### config.mk
export PLATFORM = sky130hd
export DESIGN_NAME = fsmc_master
export DESIGN_NICKNAME = d
export VERILOG_FILES = /design/src/rtl/fsmc_master.sv
export SDC_FILE = /design/constraint.sdc
export NUM_CORES = 1
export LEC_CHECK = 0
export ABC_AREA = 0
export ABC_CLOCK_PERIOD_IN_PS = 2480
export CAP_MARGIN = 20
export CELL_PAD_IN_SITES_DETAIL_PLACEMENT = 1
export CELL_PAD_IN_SITES_GLOBAL_PLACEMENT = 2
export CORE_AREA = 2 2 112 114
export CTS_CLUSTER_SIZE = 24
export DETAILED_ROUTE_END_ITERATION = 8
export DIE_AREA = 0 0 114 116
export GPL_TIMING_DRIVEN = 0
export PLACE_DENSITY = 0.72
export RECOVER_POWER = 25
export SLEW_MARGIN = 20
export SYNTH_ARGS = -nofsm -noshare
export SYNTH_HDL_FRONTEND = slang
export SYNTH_SLANG_ARGS = --single-unit
### constraint.sdc
create_clock -name sys_clk -period 2.48 [get_ports sys_clk]
set_clock_uncertainty 0.15 [all_clocks]
set_input_delay 0.496 -clock sys_clk [delete_from_list [all_inputs] [get_ports sys_clk]]
set_output_delay 0.496 -clock sys_clk [all_outputs]
set_load 0.05 [all_outputs]
### src/rtl/fsmc_master.sv
// FSMC-style multiplexed address/data bus master: one command at a time,
// programmable setup/hold phases, nwait-extended data phase with timeout.
module fsmc_master #(
  parameter int ADDSET   = 2,
  parameter int ADDHLD   = 1,
  parameter int DATAST   = 4,
  parameter int DATAHLD  = 1,
  parameter int WAIT_MAX = 255
) (
  input  logic        sys_clk,
  input  logic        rst_n,
  input  logic        cmd_valid,
  output logic        cmd_ready,
  input  logic        cmd_wr,
  input  logic [15:0] cmd_addr,
  input  logic [15:0] cmd_wdata,
  output logic        rsp_valid,
  output logic [15:0] rsp_rdata,
  output logic        rsp_err,
  output logic        fsmc_ncs,
  output logic        fsmc_nadv,
  output logic        fsmc_nwe,
  output logic        fsmc_noe,
  output logic [15:0] fsmc_db_o,
  output logic        fsmc_db_oe,
  input  logic [15:0] fsmc_db_i,
  input  logic        fsmc_nwait
);

  typedef enum logic [2:0] {IDLE, ADDR, AHOLD, DATA, DHOLD, TURN} state_t;

  state_t      state_q;
  logic [3:0]  phase_q;
  logic [7:0]  wait_q;
  logic        wr_q;
  logic [15:0] wdata_q;
  logic        cmd_ready_q;
  logic        rsp_valid_q;
  logic [15:0] rsp_rdata_q;
  logic        rsp_err_q;
  logic        ncs_q;
  logic        nadv_q;
  logic        nwe_q;
  logic        noe_q;
  logic [15:0] db_o_q;
  logic        db_oe_q;

  assign cmd_ready  = cmd_ready_q;
  assign rsp_valid  = rsp_valid_q;
  assign rsp_rdata  = rsp_rdata_q;
  assign rsp_err    = rsp_err_q;
  assign fsmc_ncs   = ncs_q;
  assign fsmc_nadv  = nadv_q;
  assign fsmc_nwe   = nwe_q;
  assign fsmc_noe   = noe_q;
  assign fsmc_db_o  = db_o_q;
  assign fsmc_db_oe = db_oe_q;

  // Every output is set on the edge that enters the state it belongs to,
  // so the bus pins always reflect the current state with no comb path.
  always_ff @(posedge sys_clk or negedge rst_n) begin
    if (!rst_n) begin
      state_q     <= IDLE;
      phase_q     <= '0;
      wait_q      <= '0;
      wr_q        <= 1'b0;
      wdata_q     <= '0;
      cmd_ready_q <= 1'b0;
      rsp_valid_q <= 1'b0;
      rsp_rdata_q <= '0;
      rsp_err_q   <= 1'b0;
      ncs_q       <= 1'b1;
      nadv_q      <= 1'b1;
      nwe_q       <= 1'b1;
      noe_q       <= 1'b1;
      db_o_q      <= '0;
      db_oe_q     <= 1'b0;
    end else begin
      rsp_valid_q <= 1'b0;
      case (state_q)
        IDLE: begin
          if (cmd_valid && cmd_ready_q) begin
            wr_q        <= cmd_wr;
            wdata_q     <= cmd_wdata;
            state_q     <= ADDR;
            phase_q     <= 4'(ADDSET - 1);
            wait_q      <= '0;
            cmd_ready_q <= 1'b0;
            ncs_q       <= 1'b0;
            nadv_q      <= 1'b0;
            db_oe_q     <= 1'b1;
            db_o_q      <= cmd_addr;
          end else begin
            cmd_ready_q <= 1'b1;
          end
        end
        ADDR: begin
          if (phase_q == 4'd0) begin
            state_q <= AHOLD;
            phase_q <= 4'(ADDHLD - 1);
            wait_q  <= '0;
            nadv_q  <= 1'b1;
          end else begin
            phase_q <= phase_q - 4'd1;
          end
        end
        AHOLD: begin
          if (phase_q == 4'd0) begin
            state_q <= DATA;
            phase_q <= 4'(DATAST - 1);
            wait_q  <= '0;
            if (wr_q) begin
              nwe_q  <= 1'b0;
              db_o_q <= wdata_q;
            end else begin
              noe_q   <= 1'b0;
              db_oe_q <= 1'b0;
            end
          end else begin
            phase_q <= phase_q - 4'd1;
          end
        end
        DATA: begin
          // wait_q counts extension cycles already spent beyond DATAST.
          if (phase_q != 4'd0) begin
            phase_q <= phase_q - 4'd1;
          end else if (fsmc_nwait || (wait_q == 8'(WAIT_MAX))) begin
            state_q     <= DHOLD;
            phase_q     <= 4'(DATAHLD - 1);
            wait_q      <= '0;
            nwe_q       <= 1'b1;
            noe_q       <= 1'b1;
            rsp_valid_q <= 1'b1;
            rsp_err_q   <= ~fsmc_nwait;
            if (!fsmc_nwait) begin
              rsp_rdata_q <= '0;
            end else if (!wr_q) begin
              rsp_rdata_q <= fsmc_db_i;
            end
          end else begin
            wait_q <= wait_q + 8'd1;
          end
        end
        DHOLD: begin
          if (phase_q == 4'd0) begin
            state_q <= TURN;
            phase_q <= '0;
            wait_q  <= '0;
            ncs_q   <= 1'b1;
            db_oe_q <= 1'b0;
          end else begin
            phase_q <= phase_q - 4'd1;
          end
        end
        TURN: begin
          state_q     <= IDLE;
          phase_q     <= '0;
          wait_q      <= '0;
          cmd_ready_q <= 1'b1;
        end
        default: begin
          state_q     <= IDLE;
          phase_q     <= '0;
          wait_q      <= '0;
          cmd_ready_q <= 1'b0;
          ncs_q       <= 1'b1;
          nadv_q      <= 1'b1;
          nwe_q       <= 1'b1;
          noe_q       <= 1'b1;
          db_oe_q     <= 1'b0;
        end
      endcase
    end
  end

endmodule

# Word-level counts from Yosys, hierarchy flattened
# Index checks and enable logic that the tools add are counted.
# W data, S select, Z words.
# totals
ff_bits	72
inputBits	53
out_inout_bits	40
wordCells	109
# op_classes
add_sub_neg	2
n_eq_ne	17
muxes	44
bitwise_logic	6
reduce_logical	25
# op_table
cell	count
$mux W16	5
$mux W8	4
$pmux W16 S2	1
$pmux W8 S3	1
$mux W4	5
$mux W3	6
$ne A2 B2 Y1 const B	9
$pmux W4 S4	1
$reduce_or A4 Y1	4
$pmux W1 S3	5
$pmux W3 S5	1
$reduce_and A5 Y1	3
$mux W1	14
$reduce_and A3 Y1	4
$add A8 B1 Y8 const B	1
$eq A8 B8 Y1 const B	1
$reduce_and A4 Y1	2
$eq A3 B2 Y1 const B	2
$eq A3 B3 Y1 const B	2
$not A1 Y1	6
$reduce_and A6 Y1	1
$reduce_or A3 Y1	2
$logic_not A4 Y1	1
$pmux W1 S4	1
11 further kinds	12

# Longest topological paths before layout
# logic_depth
depth_word	5
mapped_depth	7
ltp_nobuf	5

# Worst setup path after synthesis
# OpenSTA, ideal clock, no wires.
# synth_timing
path_type	reg-to-reg
from	reg state_q[0]
to	reg db_o_q[10], in the netlist fsmc_db_o[10]
setup_ps	128
arrival_ps	1890
required_ps	2202
setup_slack_ps	312
stages_incl_launch_ff	7
n_path_buf	3
period_less_slack_ps	2168
cell_sequence	dfrtp_1 clkbuf_1 nor3b_1 buf_2 clkbuf_1 mux2_2 mux2_1
# synth_via
elab_chain_cells	3
elab_cells_between_ends	8
cone_classes	4 x eq/ne; 1 x mux; 3 x reduce/logical
# synth_rtl
item	line	text
start, declared	32	state_t state_q;
start signal, assigned	63	state_q <= IDLE;
start signal, assigned	85	state_q <= ADDR;
start signal, assigned	99	state_q <= AHOLD;
$eq A3 B2 Y1 / $logic_not A3 Y1 (equally long branches)	80	case (state_q)
$ne A2 B2 Y1 (no line) / $reduce_bool A2 Y1 (equally long branches)	--	
$reduce_and A4 Y1 (no line)	--	
end signal, assigned	92	db_o_q <= cmd_addr;
end signal, assigned	114	db_o_q <= wdata_q;
end, declared	45	logic [15:0] db_o_q;
# Parallel ways exist; a longest one is shown, timed or not.
# A chain may end at the register's enable or synchronous reset.

# Final worst setup path
# layout_timing
from	reg ncs_q, in the netlist fsmc_ncs
to	out fsmc_ncs
# layout_rtl
item	line	text
start, declared	41	logic ncs_q;
start signal, assigned	72	ncs_q <= 1'b1;
start signal, assigned	89	ncs_q <= 1'b0;
start signal, assigned	149	ncs_q <= 1'b1;
end, declared	20	output logic fsmc_ncs,
# No word-level cell between the ends.

==> run metrics <==
P_sw 3.204 mW; detail-routed net length per standard cell about 18 microns; power density of the placed cells ~1500 nW/um^2; sequential cell fraction of total power between 20% and 30%; setup repair after global routing missed its margin no; kind of end point of the critical path output pin; clock sink count 72; clock network latency to the later pin of the worst-skew pair around 0.33 ns; biggest cell delay along the critical path around 0.85 ns; TritonCTS Buffers 9; standard cell core area 11910 sq um; Data required, critical path between 1.5 and 2 ns; clock slew at reported path FFs 0.06 ns; number of top-level pins 93; Tcrit/Tclk final a little over nine tenths; internal power summed over all cells ~4.2 mW; leading cell types in the layout, fill and taps excluded clkdlybuf4s50_1 (91), dfrtp_1 (68), mux2_2 (48); last weighted congestion value of the routability-driven placer approximately 0.73; Placement Setup Slack -0.2662 ns; hold_ws roughly 0.33 ns; critical path launch point type flip-flop; post-synthesis area per instance 12.69 sq um; maximum number of pins on one net before global-route repair 46; count of cell types in the netlist 58; CTS Root Buffer Type clkbuf_16; mapped cell area approximately 3600 sq um; count of port buffers added during placement 92; total global routing overflow 0; antenna-violating nets left 0; data arrival time of the critical path roughly 1.7 ns; highest clock frequency the design can meet between 400 and 500 MHz; num rows 40; area added between synthesis and finish 40.67%; Slew headroom between 40 and 50%; initial detailed-routing violation count 114; combined area of the multi-input logic cells around 1600 sq um; maximum buffer depth of the clock tree 2; number of global-route vias before repair roughly 3000; reported leakage power approximately 2.0 nW; Max IR drop VDD between 600 and 700 uV; synthesized net count between 300 and 400; dominant synthesized flop cell dfrtp_1; dpl cell area roughly 4700 sq um; post-route DRC violation count 0; Finished Cell Area between 4000 and 5000 sq um; slowest library cell on the worst path clkdlybuf4s50_1; final setup fails 0; initial core utilization slightly below 30%; Post-Syn Instances 280; most common cell after layout, fill and taps aside clkdlybuf4s50_1; wire length of the first global-routing pass around 16 mm; net switching fraction of the power between 40% and 50%; final hold viol count 0; total iterations of the first detailed-routing run 4; Finished Core Util about two fifths; cell breakdown of the critical path clkdlybuf4s50_1; total number of H-tree levels 3; Diodes inserted 0; fraction of final layout cells sized beyond drive strength 1 about 29%; max-cap check violation count 0; library cell occupying the most area in the post-synthesis netlist dfrtp_1; CP delay by family, top buffers and inverters; count of nets after finishing approximately 440; highest fanout seen on the critical path 3; placed wire-length estimate between 6 and 7 mm; width of the die ~110 microns; Worst Hold Class flip-flop to flip-flop; Synth async-reset ratio between 90% and 100%; Comb power frac 54.5%; run status complete, no violations; share of Yosys cell area claimed by the top area cell type around 48%; Post-synth EDFFs 0; Total GRT Usage 14.82%; count of pins over their slew limit 0; clock tree from TritonCTS yes; setup TNS 0 ns; min Tclk post-route ~2.4 ns; Detailed Route WL 9.633 mm; minimum setup slack in the final design approximately 0.11 ns; vias per cell 5.004; Filler Cell Count around 1300; Worst-Margin Slew approximately 0.87 ns; area of the die roughly 13000 sq um; number of flip-flops and latches in the synthesized netlist between 70 and 80; Synth area leaders dfrtp_1 (48%), mux2_2 (15%), o2bb2ai_2 (4.2%); CP Buf/Inv Count 1; initial antenna violation count 0; routed vias between 2000 and 3000; sequential element share of the synthesized area about half; number of warnings reported in the yosys synthesis log 0; clock network power share between 15 and 20%; sequential cell area in the final layout around 1800 sq um; flop2flop setup slack 0.16 ns; chip height between 100 and 150 microns; critical path class flip-flop to output pin
## cells in the mapped netlist (2+ instances only)
master / count
or3_1: 2
o21a_1: 2
a21o_1: 2
nor2b_1: 3
buf_2: 4
and3_1: 2
inv_1: 5
dfrtp_1: 68
o2bb2ai_2: 10
buf_4: 3
a22oi_1: 7
nor2_1: 10
o2bb2ai_1: 6
o31ai_1: 4
mux2_1: 2
a211o_1: 3
o211a_1: 2
a22oi_2: 10
o22ai_1: 2
o21ai_0: 7
a21oi_1: 7
xnor2_1: 2
a221o_1: 3
buf_6: 2
nor3_1: 5
clkbuf_1: 7
or2_2: 3
mux2_2: 48
dfstp_2: 4
a2bb2oi_1: 2
nand3_1: 6
nand2_1: 11
## repair_timing
action / in CTS / in global routing
resized for setup: 2 / 2
hold endpoints to repair: 27 / 0
setup buffers: 0 / 2
hold buffers: 1 / 0
setup endpoints to repair: 20 / 15
## power by group through the flow
stage / registers [mW] / clock network [mW] / logic [mW]
2_1_floorplan: 3.11 / 0 / 1.77
3_3_place_gp: 2.08 / 0 / 3.95
3_5_place_dp: 2.10 / 0 / 4.03
4_1_cts: 2.09 / 1.33 / 4.05
5_1_grt: 2.16 / 1.37 / 4.31
6_report: 2.08 / 1.29 / 4.03
## layer usage
| layer | vias up | track usage [%] | share of wire (%) |
|---|---|---|---|
| li1 | 1283 | - | - |
| met1 | 1331 | 19.89 | 48 |
| met2 | 79 | 24.48 | 46 |
| met3 | 4 | 3.295 | 4.7 |
| met4 | 0 | 3.659 | 0.55 |
| met5 | - | 0 | 0 |
## final cells by class
class	instances	share of cell area, %
Clock buffer	10	4.581
Inverter	5	0.3755
Multi-Input combinational cell	187	32.97
Sequential cell	72	36.15
Clock inverter	6	1.377
Tap cell	147	3.680
Buffer	16	1.902
Timing Repair Buffer	96	18.97
## sequential cells by signal, summed over array words and instances (netlist names)
register    count
fsmc_ncs        1
state_q         3
wr_q            1
phase_q         4
wait_q          8
cmd_ready       1
fsmc_db_o      16
rsp_err         1
fsmc_nwe        1
fsmc_nadv       1
rsp_valid       1
wdata_q        16
rsp_rdata      16
fsmc_db_oe      1
fsmc_noe        1
## final timing paths
kind | startpoint | to | depth (start not counted)
worst max-delay path | fsmc_ncs$_DFFE_PN1P_ | fsmc_ncs | 1
worst min-delay path | fsmc_noe$_DFFE_PN1P_ | fsmc_noe$_DFFE_PN1P_ | 2
worst max register to register | phase_q[1]$_DFFE_PN0P_ | wait_q[2]$_DFFE_PN0P_ | 4
worst min register to register | fsmc_noe$_DFFE_PN1P_ | fsmc_noe$_DFFE_PN1P_ | 2
max in group asynchronous | rst_n | rsp_rdata[1]$_DFFE_PN0P_ | 3
min in group asynchronous | rst_n | wdata_q[15]$_DFFE_PN0P_ | 2
## cells by family (layout without fill, tap and decap cells)
family	after synthesis	count (layout)	synth area share, %
xor gates and xnor gates	2	2	0.4930
adders and majority gates	1	1	0.3521
buffers and inverters	21	133	3.099
DFF	72	72	50.84
and+or+nand+nor	54	54	8.592
muxes	51	51	16.13
AOI/OAI and AO/OA	79	79	20.49
## metrics by stage
stage	cells	power (mW)
after floorplan	280	4.881
after global placement	519	6.032
after detailed placement	520	6.132
after CTS	537	7.472
after global routing	539	7.841
final	539	7.396
No activity file was read; power rests on OpenSTA's default activity.
